$ cat config.mk
export PLATFORM = sky130hd
export DESIGN_NAME = rr_arbiter_8
export DESIGN_NICKNAME = d
export VERILOG_FILES = /design/src/rtl/rr_arbiter_8.sv
export SDC_FILE = /design/constraint.sdc
export NUM_CORES = 1
export LEC_CHECK = 0
export CELL_PAD_IN_SITES_DETAIL_PLACEMENT = 1
export CELL_PAD_IN_SITES_GLOBAL_PLACEMENT = 2
export CORE_MARGIN = 1.5
export CORE_UTILIZATION = 30
export DETAILED_ROUTE_END_ITERATION = 12
export PLACE_DENSITY = 0.66
export SETUP_SLACK_MARGIN = 0.05
export SYNTH_ARGS = -nofsm -noshare
export SYNTH_HDL_FRONTEND = slang
export SYNTH_SLANG_ARGS = --single-unit
$ cat constraint.sdc
create_clock -name clk -period 8.4 [get_ports clk]
set_input_delay 2.1 -clock clk [delete_from_list [all_inputs] [get_ports clk]]
set_output_delay 2.1 -clock clk [all_outputs]
set_load 0.005 [all_outputs]
$ cat src/rtl/rr_arbiter_8.sv
// rr_arbiter_8: round-robin arbiter sharing one resource among 8 requesters.
//
// A grant is held until its owner drops its request. Priority rotates after
// every grant, so the requester just after the previous owner is considered
// first. A departing owner hands over directly to the next pending requester
// in the same clock edge, without an idle cycle in between.
//
// Optional feature, enabled by defining ARB_TIMEOUT_EN:
//   a hold watchdog revokes a grant after MAX_HOLD cycles. The revoked
//   requester is masked until it drops its request and raises it again.
//   Without the macro, timeout is tied low and a grant is held indefinitely.
//
// Ports:
//   clk          system clock, rising edge
//   rst_n        asynchronous active-low reset
//   req[7:0]     level-sensitive request lines, one per requester
//   gnt[7:0]     registered one-hot grant
//   gnt_id[2:0]  registered encoded index of the granted requester
//   gnt_valid    high while any grant is active (equals |gnt)
//   grant_count  grants issued since reset, modulo 256
//   timeout      one-cycle pulse when the watchdog revokes a grant
module rr_arbiter_8 #(
    parameter int unsigned MAX_HOLD = 16
) (
    input  logic       clk,
    input  logic       rst_n,
    input  logic [7:0] req,
    output logic [7:0] gnt,
    output logic [2:0] gnt_id,
    output logic       gnt_valid,
    output logic [7:0] grant_count,
    output logic       timeout
);

    typedef enum logic [0:0] {
        IDLE = 1'b0,
        BUSY = 1'b1
    } state_e;

    if ((MAX_HOLD < 2) || (MAX_HOLD > 255)) begin : g_bad_max_hold
        $error("rr_arbiter_8: MAX_HOLD must be in 2..255");
    end

    // First set bit of r found scanning upward from 'from', wrapping 7->0.
    function automatic logic [2:0] rr_pick(input logic [7:0] r, input logic [2:0] from);
        logic [2:0] idx;
        logic       found;
        rr_pick = from;
        found   = 1'b0;
        for (int k = 0; k < 8; k++) begin
            idx = from + 3'(k);
            if (!found && r[idx]) begin
                rr_pick = idx;
                found   = 1'b1;
            end
        end
    endfunction

    function automatic logic [7:0] onehot8(input logic [2:0] i);
        onehot8 = 8'h01 << i;
    endfunction

    state_e     state_q, state_d;
    logic [2:0] ptr_q, ptr_d;
    logic [7:0] gnt_q, gnt_d;
    logic [2:0] gnt_id_q, gnt_id_d;
    logic       gnt_valid_q, gnt_valid_d;
    logic [7:0] count_q, count_d;

    logic [7:0] elig_s;
    logic [7:0] others_s;
    logic [2:0] next_ptr_s;
    logic       owner_req_s;
    logic       revoke_s;

`ifdef ARB_TIMEOUT_EN
    logic [7:0] hold_q, hold_d;
    logic [7:0] mask_q, mask_d;
    logic       timeout_q, timeout_d;
`endif

    // Next-state and output decode for the IDLE/BUSY grant machine.
    always_comb begin
        state_d     = state_q;
        ptr_d       = ptr_q;
        gnt_d       = gnt_q;
        gnt_id_d    = gnt_id_q;
        gnt_valid_d = gnt_valid_q;
        count_d     = count_q;
        owner_req_s = req[gnt_id_q];
        next_ptr_s  = gnt_id_q + 3'd1;
`ifdef ARB_TIMEOUT_EN
        hold_d      = hold_q;
        timeout_d   = 1'b0;
        // Mask bits clear once the masked requester lets go of its line.
        mask_d      = mask_q & req;
        elig_s      = req & ~mask_q;
        revoke_s    = (state_q == BUSY) && owner_req_s && (hold_q == 8'(MAX_HOLD - 1));
`else
        elig_s      = req;
        revoke_s    = 1'b0;
`endif
        others_s    = elig_s & ~onehot8(gnt_id_q);

        case (state_q)
            IDLE: begin
                if (elig_s != 8'h00) begin
                    gnt_id_d    = rr_pick(elig_s, ptr_q);
                    gnt_d       = onehot8(rr_pick(elig_s, ptr_q));
                    gnt_valid_d = 1'b1;
                    count_d     = count_q + 8'd1;
                    state_d     = BUSY;
`ifdef ARB_TIMEOUT_EN
                    hold_d      = 8'd0;
`endif
                end else begin
                    state_d = IDLE;
                end
            end
            BUSY: begin
                if (!owner_req_s || revoke_s) begin
                    // Release and watchdog revoke share one hand-over path.
                    ptr_d = next_ptr_s;
`ifdef ARB_TIMEOUT_EN
                    if (revoke_s) begin
                        timeout_d = 1'b1;
                        mask_d    = (mask_q & req) | onehot8(gnt_id_q);
                    end else begin
                        timeout_d = 1'b0;
                    end
`endif
                    if (others_s != 8'h00) begin
                        gnt_id_d    = rr_pick(others_s, next_ptr_s);
                        gnt_d       = onehot8(rr_pick(others_s, next_ptr_s));
                        gnt_valid_d = 1'b1;
                        count_d     = count_q + 8'd1;
                        state_d     = BUSY;
`ifdef ARB_TIMEOUT_EN
                        hold_d      = 8'd0;
`endif
                    end else begin
                        // gnt_id deliberately keeps the last owner.
                        gnt_d       = 8'h00;
                        gnt_valid_d = 1'b0;
                        state_d     = IDLE;
                    end
                end else begin
`ifdef ARB_TIMEOUT_EN
                    hold_d = hold_q + 8'd1;
`endif
                    state_d = BUSY;
                end
            end
            default: begin
                gnt_d       = 8'h00;
                gnt_valid_d = 1'b0;
                state_d     = IDLE;
            end
        endcase
    end

    // State, pointer and registered grant outputs.
    always_ff @(posedge clk or negedge rst_n) begin
        if (!rst_n) begin
            state_q     <= IDLE;
            ptr_q       <= 3'd0;
            gnt_q       <= 8'h00;
            gnt_id_q    <= 3'd0;
            gnt_valid_q <= 1'b0;
            count_q     <= 8'd0;
        end else begin
            state_q     <= state_d;
            ptr_q       <= ptr_d;
            gnt_q       <= gnt_d;
            gnt_id_q    <= gnt_id_d;
            gnt_valid_q <= gnt_valid_d;
            count_q     <= count_d;
        end
    end

`ifdef ARB_TIMEOUT_EN
    // Watchdog hold counter, revoke mask and timeout pulse.
    always_ff @(posedge clk or negedge rst_n) begin
        if (!rst_n) begin
            hold_q    <= 8'd0;
            mask_q    <= 8'h00;
            timeout_q <= 1'b0;
        end else begin
            hold_q    <= hold_d;
            mask_q    <= mask_d;
            timeout_q <= timeout_d;
        end
    end

    assign timeout = timeout_q;
`else
    assign timeout = 1'b0;
`endif

    assign gnt         = gnt_q;
    assign gnt_id      = gnt_id_q;
    assign gnt_valid   = gnt_valid_q;
    assign grant_count = count_q;

endmodule

==> Word-level counts from Yosys, hierarchy flattened <==
Index checks and enable logic that the tools add are counted.
Widths: inputs -> output; s select.
{ "totals": {"ff_bits": 24} }
{ "op_classes": {"magnitude_cmp": 17, "addsub": 16, "muxes": 118, "eq_ne": 3, "reduce_logical": 33, "bitwise": 4, "shift": 3} }
{ "ops": {"columns": ["operator", "n"], "rows": [
  ["$mux 1", 71],
  ["$lt 3x4->1 const B", 17],
  ["$mux 3", 19],
  ["$bmux 1 s3", 17],
  ["$mux 8", 6],
  ["$pmux 8 s2", 2],
  ["$add 3x3->3 const B", 8],
  ["$shl 1x3->8 const A", 3],
  ["$reduce_bool 8->1", 2],
  ["$logic_and 1x1->1", 14],
  ["$logic_not 1->1", 14],
  ["$add 3x2->3 const B", 4],
  ["$add 3x1->3 const B", 3],
  ["$add 8x1->8 const B", 1],
  ["$and 8x8->8", 1],
  ["$not 8->8", 1],
  ["$pmux 3 s2", 1],
  ["$ne 2x2->1 const B", 2],
  ["$pmux 1 s2", 2],
  ["$reduce_and 2->1", 2],
  ["$reduce_and 3->1", 1],
  ["$ne 2x1->1 const B", 1],
  ["$not 1->1", 2]
]} }

==> Depth between registers and ports, before layout <==
Gate-level depths: netlist of the first run.
{ "logic_depth": {"word_depth": 55, "ltp_mapped": 15, "ltp_nobuf": 10} }

==> Worst setup path after synthesis of the first run <==
No wires, ideal clock.
{ "synth_path": {"kind": "input to register", "from": "in req[0]", "to": "reg gnt_q[0] (netlist: gnt[0])", "setup_time_ns": 0.090, "t_arrival_ns": 4.163, "setup_slack_ns": 4.147, "stages": 9, "t_required_ns": 8.310, "path_buffers": 1, "path_cell_list": "clkbuf_1 -> mux2_2 -> mux4_2 -> nor2_1 -> nand4b_2 -> a31oi_1 -> nor3_1 -> or3b_4 -> o221ai_1"} }
{ "synth_between": {"elab_chain_len": 53} }
{ "synth_lines": {"columns": ["element", "line_no", "source"], "rows": [
  ["start, declared", "27", "input logic [7:0] req,"],
  ["$and 8x8->8", "103", "others_s = elig_s & ~onehot8(gnt_id_q);"],
  ["$bmux 1 s3", "52", "if (!found && r[idx]) begin"],
  ["$mux 1 (not written as such)", "52", null],
  ["$mux 1", "52", null],
  ["$mux 1", "132", "if (others_s != 8'h00) begin"],
  ["$mux 1", "121", "if (!owner_req_s || revoke_s) begin"],
  ["$mux 1", "105", "case (state_q)"],
  ["$logic_not 1->1", "52", null],
  ["[... 37 more ...]", null, null],
  ["$mux 3", "52", null],
  ["$mux 3", "132", null],
  ["$mux 3", "121", null],
  ["$mux 3", "105", null],
  ["$shl 1x3->8", "60", "onehot8 = 8'h01 << i;"],
  ["$mux 8", "132", null],
  ["$mux 8", "121", null],
  ["$pmux 8 s2", "105", null],
  ["end signal, assigned", "174", "gnt_q <= gnt_d;"],
  ["end, declared", "65", "logic [7:0] gnt_q, gnt_d;"]
]} }
Several ways; a longest one is shown, not always the timed one. The select of a mux whose other input is x is not followed.
A chain may end at the register's enable or synchronous reset.

==> Worst setup path after layout of the first run <==
{ "layout_path": {"from": "in req[6]", "to": "reg gnt_q[0] (netlist: gnt[0])"} }
Same word-level chain as after synthesis.

==> results.json, run 1 <==
{
  "outcome": "complete, no violations",
  "maxSlewHeadroom": 0.259,
  "rsz0062_at_grt": "false",
  "slew_viol_final": 0,
  "drt-initial-drc-count": 80,
  "synth-xor-area-share": 0.0576,
  "die_y_um": 105,
  "holdPathEnd": "gnt_valid$_DFFE_PN0P_",
  "tightest_slew_ns": 1.11,
  "synth_top_family_by_area": "multiplexers",
  "regToRegStartpoint": "ptr_q[0]$_DFFE_PN0P_",
  "syn_avg_cell_area_um2": 9.08,
  "final_cell_mix": "42 x nand2_1, 29 x clkdlybuf4s50_1, 24 x dfrtp_1",
  "yosys.area_share.adder": 0.0437,
  "clk_latency_ns": 0.27,
  "synth-seq-area-share": 0.191,
  "synth-simple-area-share": 0.185,
  "drive_gt1_frac": 0.151,
  "clk_pin_slew_ns": 0.09,
  "drtPass1Iterations": 4,
  "die-area_um2": 11100,
  "wire_per_inst_um": 19.1,
  "diodes": 0,
  "core_um2": 10200,
  "fmax_mhz": 201,
  "cts_setup_buffers": 0,
  "grt_usage": 0.175,
  "hold_path_class": "flop to flop",
  "grt_pass1_vias": 2977,
  "cts_inserted_buffers": 3,
  "antenna_found_initial": 0,
  "yosysWarnings": 0,
  "htreeDepth": 1,
  "num-fill-cells": 1199,
  "cts_tree": "done",
  "drc": 0,
  "cts.repair.resized": 0,
  "antenna_left": 0,
  "grt_max_degree": 34,
  "syn_inst": 347,
  "hpwlAfterDp_mm": 7.09,
  "die-width_um": 105,
  "setup-violations-final": 0,
  "root_buffer": "clkbuf_8",
  "fin_crit_sh": 0.593,
  "synth_compound_area_frac": 0.223,
  "finalClockSkew_ns": 0.00257,
  "crit_type": "input port to flop",
  "avgViaCountPerCell": 5.71,
  "ys.flop_type": "dfrtp_1",
  "worstPathArrival_ns": 5.16,
  "rows": 37,
  "overflow": 0,
  "place.gp.congestion": 0.835,
  "holdCritStartpoint": "gnt_valid$_DFFE_PN0P_",
  "min_period_ns": 4.98,
  "final_common_cell": "nand2_1",
  "start_util": 0.308,
  "ff2ff_path_depth": 9,
  "synth_seq_cells": 24,
  "synth_fp_nets": 368,
  "final.setup.tns_ns": 0,
  "synth.area.mux_share": 0.243,
  "reg2reg_to": "gnt[0]$_DFFE_PN0P_",
  "port_buffers": 29,
  "crit_required_ns": 8.58,
  "reg2reg_slack_ns": 4.05,
  "ys_types": 70,
  "areaGrowthSynthToFinish_pct": 12.9,
  "crit_path_end_kind": "flop",
  "startpoint_type": "input port",
  "vias": 2816,
  "layout.nets": 379,
  "wl_mm": 9.41,
  "crit_path_max_fanout": 15,
  "synth_edf_count": 0,
  "whs_path_depth": 2,
  "cts_sinks": 24,
  "async_reset_ff_frac": 1.00,
  "syn_area_um2": 3150,
  "io_pins": 31,
  "hold_buffers": 0,
  "grt_pass1_wl_mm": 15.9,
  "hold_viol": 0,
  "clockBufferDepth": 2,
  "maxCapViolations": 0
}
state kept, by name, summed over array words and instances (netlist names):
register and count:
gnt 8, grant_count 8, gnt_id 3, ptr_q 3
gnt_valid 1, state_q 1
worst max-delay path, cell delays in order:
cell and delay (ns):
clkdlybuf4s50_1 0.68, nor2b_2 0.30, a22o_1 0.29, mux4_2 0.54, nand4b_2 0.30, a31oi_1 0.22, nor3_1 0.09, or3b_4 0.43
o221ai_1 0.22
layer usage:
| layer | part of all wire | vias up | GRT usage | wire (um) |
|---|---|---|---|---|
| li1 | - | 1349 | - | - |
| met1 | 0.47 | 1409 | 0.243 | 4410 |
| met2 | 0.49 | 52 | 0.305 | 4620 |
| met3 | 0.034 | 6 | 0.0186 | 324 |
| met4 | 0.0062 | 0 | 0.0157 | 58 |
| met5 | 0 | - | 0 | 0 |
cells by family (layout without fill, tap and decap cells):
kind of cell / count (synthesis) / after routing
compound gates: 92 / 92
xor+xnor: 19 / 19
fa+ha+maj: 11 / 11
buf+inv: 35 / 45
flops: 24 / 24
mux: 48 / 48
other cells: 1 / 1
simple gates: 117 / 117
cell type report:
type                    count  area [um2]  share of cell area
well taps                 136         170              0.0479
inverters                  11        41.3              0.0116
flip-flops and latches     24         601               0.169
clock inverters             1        30.0             0.00845
repair buffers             30         298              0.0838
clock buffers               3        41.3              0.0116
multi-input cells         288        2370               0.668
synthesized netlist by cell type, types with 3 or more instances:
cell,n,area [um2]
ha_1,11,138
nor2b_1,8,50.1
o21ai_0,10,50.1
o21a_1,3,22.5
o211ai_1,3,22.5
o22ai_1,3,18.8
nand2_1,42,158
nand3_1,11,55.1
nor3_1,6,30.0
a211oi_1,3,22.5
mux2i_1,17,170
a21oi_1,12,60.1
nand4_1,5,31.3
a31oi_1,6,37.5
mux4_2,19,428
o221ai_1,11,96.3
a22o_1,5,43.8
xnor2_1,9,78.8
dfrtp_1,24,601
buf_4,5,37.5
nand2b_1,10,62.6
xor2_1,8,70.1
clkbuf_1,9,33.8
buf_2,8,40.0
a32oi_1,5,43.8
inv_1,10,37.5
o221a_2,3,33.8
nor2_1,19,71.3
mux2_2,8,90.1
a22oi_1,4,30.0
worst max-delay path by stage:
stage	slack, ns	to	cells after the start	startpoint
floorplan	4.15	gnt[0]$_DFFE_PN0P_	9	req[0]
global placement	3.17	gnt[0]$_DFFE_PN0P_	9	req[6]
detailed placement	3.14	gnt[6]$_DFFE_PN0P_	9	req[6]
CTS	3.42	gnt[6]$_DFFE_PN0P_	9	req[4]
global route	3.20	gnt[6]$_DFFE_PN0P_	9	req[6]
finish	3.42	gnt[0]$_DFFE_PN0P_	9	req[6]
through the flow:
stage	hold WS, ns	util	cell area, um2	cells	worst slack, ns
after floorplan	0.468	-	3150	347	4.15
after global placement	0.462	0.340	3480	489	3.17
after detailed placement	0.470	0.340	3480	489	3.14
after CTS	0.502	0.347	3550	493	3.42
after global routing	0.524	0.347	3550	493	3.20
final	0.494	0.347	3550	493	3.42
Power of run 1 is left out: the tool's default activity adds up to more than one toggle a clock period on the data nets, which glitch-free logic cannot reach.
==> run 2: changes to the inputs <==
--- a/config.mk
+++ b/config.mk
@@ -10,7 +10,7 @@
 export CORE_MARGIN = 1.5
 export CORE_UTILIZATION = 30
 export DETAILED_ROUTE_END_ITERATION = 12
-export PLACE_DENSITY = 0.66
+export PLACE_DENSITY = 0.69
 export SETUP_SLACK_MARGIN = 0.05
 export SYNTH_ARGS = -nofsm -noshare
 export SYNTH_HDL_FRONTEND = slang
==> constraint.sdc (replaced) <==
create_clock -name clk -period 4.1 [get_ports clk]
set_input_delay 1.025 -clock clk [delete_from_list [all_inputs] [get_ports clk]]
set_output_delay 1.025 -clock clk [all_outputs]
set_load 0.005 [all_outputs]
==> run 2 against run 1 <==
Net effect:
- non-clock buffer count rose by 26
- sequential cell count unchanged
- count of clock-buffer cells in the layout is the same
- final cell count grew 5.1%
- sequential share of layout area shrank 0.80 points
- wire length rose by 2.8%
- via count grew 5.0%
- die area stayed put
- worst hold slack worse by 0.020 ns
- global-route usage rose by 0.32 points
- setup slack got worse by 3.1 ns
- critical endpoint is now gnt[6]$_DFFE_PN0P_
==> results.json, run 2 (same netlist as run 1, synthesis figures left out) <==
{
  "drive_gt1_frac": 0.207,
  "antenna_found_initial": 0,
  "grt_usage": 0.178,
  "die-area_um2": 11100,
  "clockBufferDepth": 2,
  "reg2reg_to": "gnt[6]$_DFFE_PN0P_",
  "diodes": 0,
  "start_util": 0.308,
  "antenna_left": 0,
  "cts_sinks": 24,
  "hpwlAfterDp_mm": 7.60,
  "crit_path_max_fanout": 9,
  "startpoint_type": "flop",
  "avgViaCountPerCell": 5.71,
  "drc": 0,
  "crit_type": "flop to flop",
  "die-width_um": 105,
  "slew_viol_final": 0,
  "wire_per_inst_um": 18.7,
  "final_cell_mix": "42 x nand2_1, 29 x clkdlybuf4s50_1, 27 x buf_4",
  "regToRegStartpoint": "gnt_id[0]$_DFFE_PN0P_",
  "final_common_cell": "nand2_1",
  "maxSlewHeadroom": 0.266,
  "grt_max_degree": 27,
  "areaGrowthSynthToFinish_pct": 18.5,
  "rsz0062_at_grt": "false",
  "fmax_mhz": 263,
  "io_pins": 31,
  "dr_wl_met3_um": 254,
  "min_period_ns": 3.81,
  "wl_met1_mm": 4.87,
  "clk_latency_ns": 0.27,
  "drt-initial-drc-count": 164,
  "crit_path_end_kind": "flop",
  "grt_pass1_vias": 3081,
  "root_buffer": "clkbuf_8",
  "wl_mm": 9.67,
  "maxCapViolations": 0,
  "cts_inserted_buffers": 3,
  "vias": 2956,
  "overflow": 0,
  "finalClockSkew_ns": 0.00458,
  "layout.nets": 405,
  "tightest_slew_ns": 1.10,
  "ff2ff_path_depth": 9,
  "holdCritStartpoint": "grant_count[7]$_DFFE_PN0P_",
  "hold_path_class": "flop to flop",
  "die_y_um": 105,
  "wl_met2_mm": 4.51,
  "holdPathEnd": "grant_count[7]$_DFFE_PN0P_",
  "crit_required_ns": 4.23,
  "fin_crit_sh": 0.929,
  "dr.max_layer_used": "met4",
  "reg2reg_slack_ns": 0.29,
  "hold_viol": 0,
  "final.setup.tns_ns": 0,
  "rows": 37,
  "num-fill-cells": 1185,
  "setup-violations-final": 0,
  "cts_tree": "done",
  "grt_pass1_wl_mm": 16.2,
  "outcome": "complete, no violations",
  "htreeDepth": 1,
  "port_buffers": 29,
  "worstPathArrival_ns": 3.94,
  "place.gp.congestion": 0.824,
  "whs_path_depth": 1,
  "clk_pin_slew_ns": 0.08,
  "drtPass1Iterations": 4,
  "hold_buffers": 0,
  "core_um2": 10200
}
## run 2: cell types whose count changed in the layout (fill, tap and decap cells not counted)
cell / change
xor2_2: -1
xor2_4: +1
buf_4: +26
bufinv_16: -1
## run 2: layout make-up
cell class	count	area (um2)	share of cell area
Multi-Input combinational cell	288	2380	0.639
Tap cell	136	170	0.0456
Sequential cell	24	601	0.161
Clock buffer	3	41.3	0.0111
Timing Repair Buffer	56	493	0.132
Inverter	11	41.3	0.0111
## run 2: how the worst max path moves through the flow
stage                           from               endpoint  slack, ns  cells after the start
2_1_floorplan  gnt_id[0]$_DFFE_PN0P_     gnt[0]$_DFFE_PN0P_       0.47                     13
3_3_place_gp                  req[4]  gnt_id[1]$_DFFE_PN0P_       0.12                     10
3_5_place_dp                  req[0]     gnt[3]$_DFFE_PN0P_       0.07                     10
4_1_cts        gnt_id[0]$_DFFE_PN0P_  gnt_id[1]$_DFFE_PN0P_       0.30                      9
5_1_grt        gnt_id[0]$_DFFE_PN0P_     gnt[5]$_DFFE_PN0P_       0.05                      9
6_report       gnt_id[0]$_DFFE_PN0P_     gnt[6]$_DFFE_PN0P_       0.29                      9
## run 2: per-layer routing
| metal | global-route usage | vias to the layer above |
|---|---|---|
| met5 | 0 | - |
| met4 | 0.0196 | 0 |
| met3 | 0.0118 | 3 |
| met2 | 0.294 | 42 |
| met1 | 0.264 | 1510 |
| li1 | - | 1401 |
## run 2: through the flow
stage,hold slack (ns),setup WS [ns],utilization,area (um2),instances
after CTS,0.485,0.301,0.364,3720,518
after global placement,0.463,0.122,0.360,3680,515
after global routing,0.529,0.0531,0.365,3730,518
final,0.474,0.292,0.365,3730,518
after detailed placement,0.470,0.0737,0.360,3680,515
after floorplan,0.468,0.474,-,3150,347
## run 2: critical path: stages (launching register included)
cell and delay (ns):
dfrtp_1 0.58, inv_2 0.21, ha_1 0.61, mux2_2 0.42
mux4_2 0.52, a2111oi_0 0.48, o211ai_1 0.20, a32oi_2 0.31
nand2b_1 0.20, o221ai_1 0.12
## run 2: repair_timing
action / CTS / global route
hold endpoints to repair: 0 / 0
resized for setup: 0 / 1
endpoints found under the setup margin: 0 / 4
setup buffers: 0 / 0
Power of run 2 is left out for the same reason.
==> run 3: changes to the inputs <==
--- a/config.mk
+++ b/config.mk
@@ -12,6 +12,7 @@
 export DETAILED_ROUTE_END_ITERATION = 12
 export PLACE_DENSITY = 0.69
 export SETUP_SLACK_MARGIN = 0.05
+export SKIP_CTS_REPAIR_TIMING = 1
 export SYNTH_ARGS = -nofsm -noshare
 export SYNTH_HDL_FRONTEND = slang
 export SYNTH_SLANG_ARGS = --single-unit
==> results of run 3 <==
Same layout as run 2: the final DEF is identical, and so are final timing and power.
Power of run 3 is left out for the same reason.
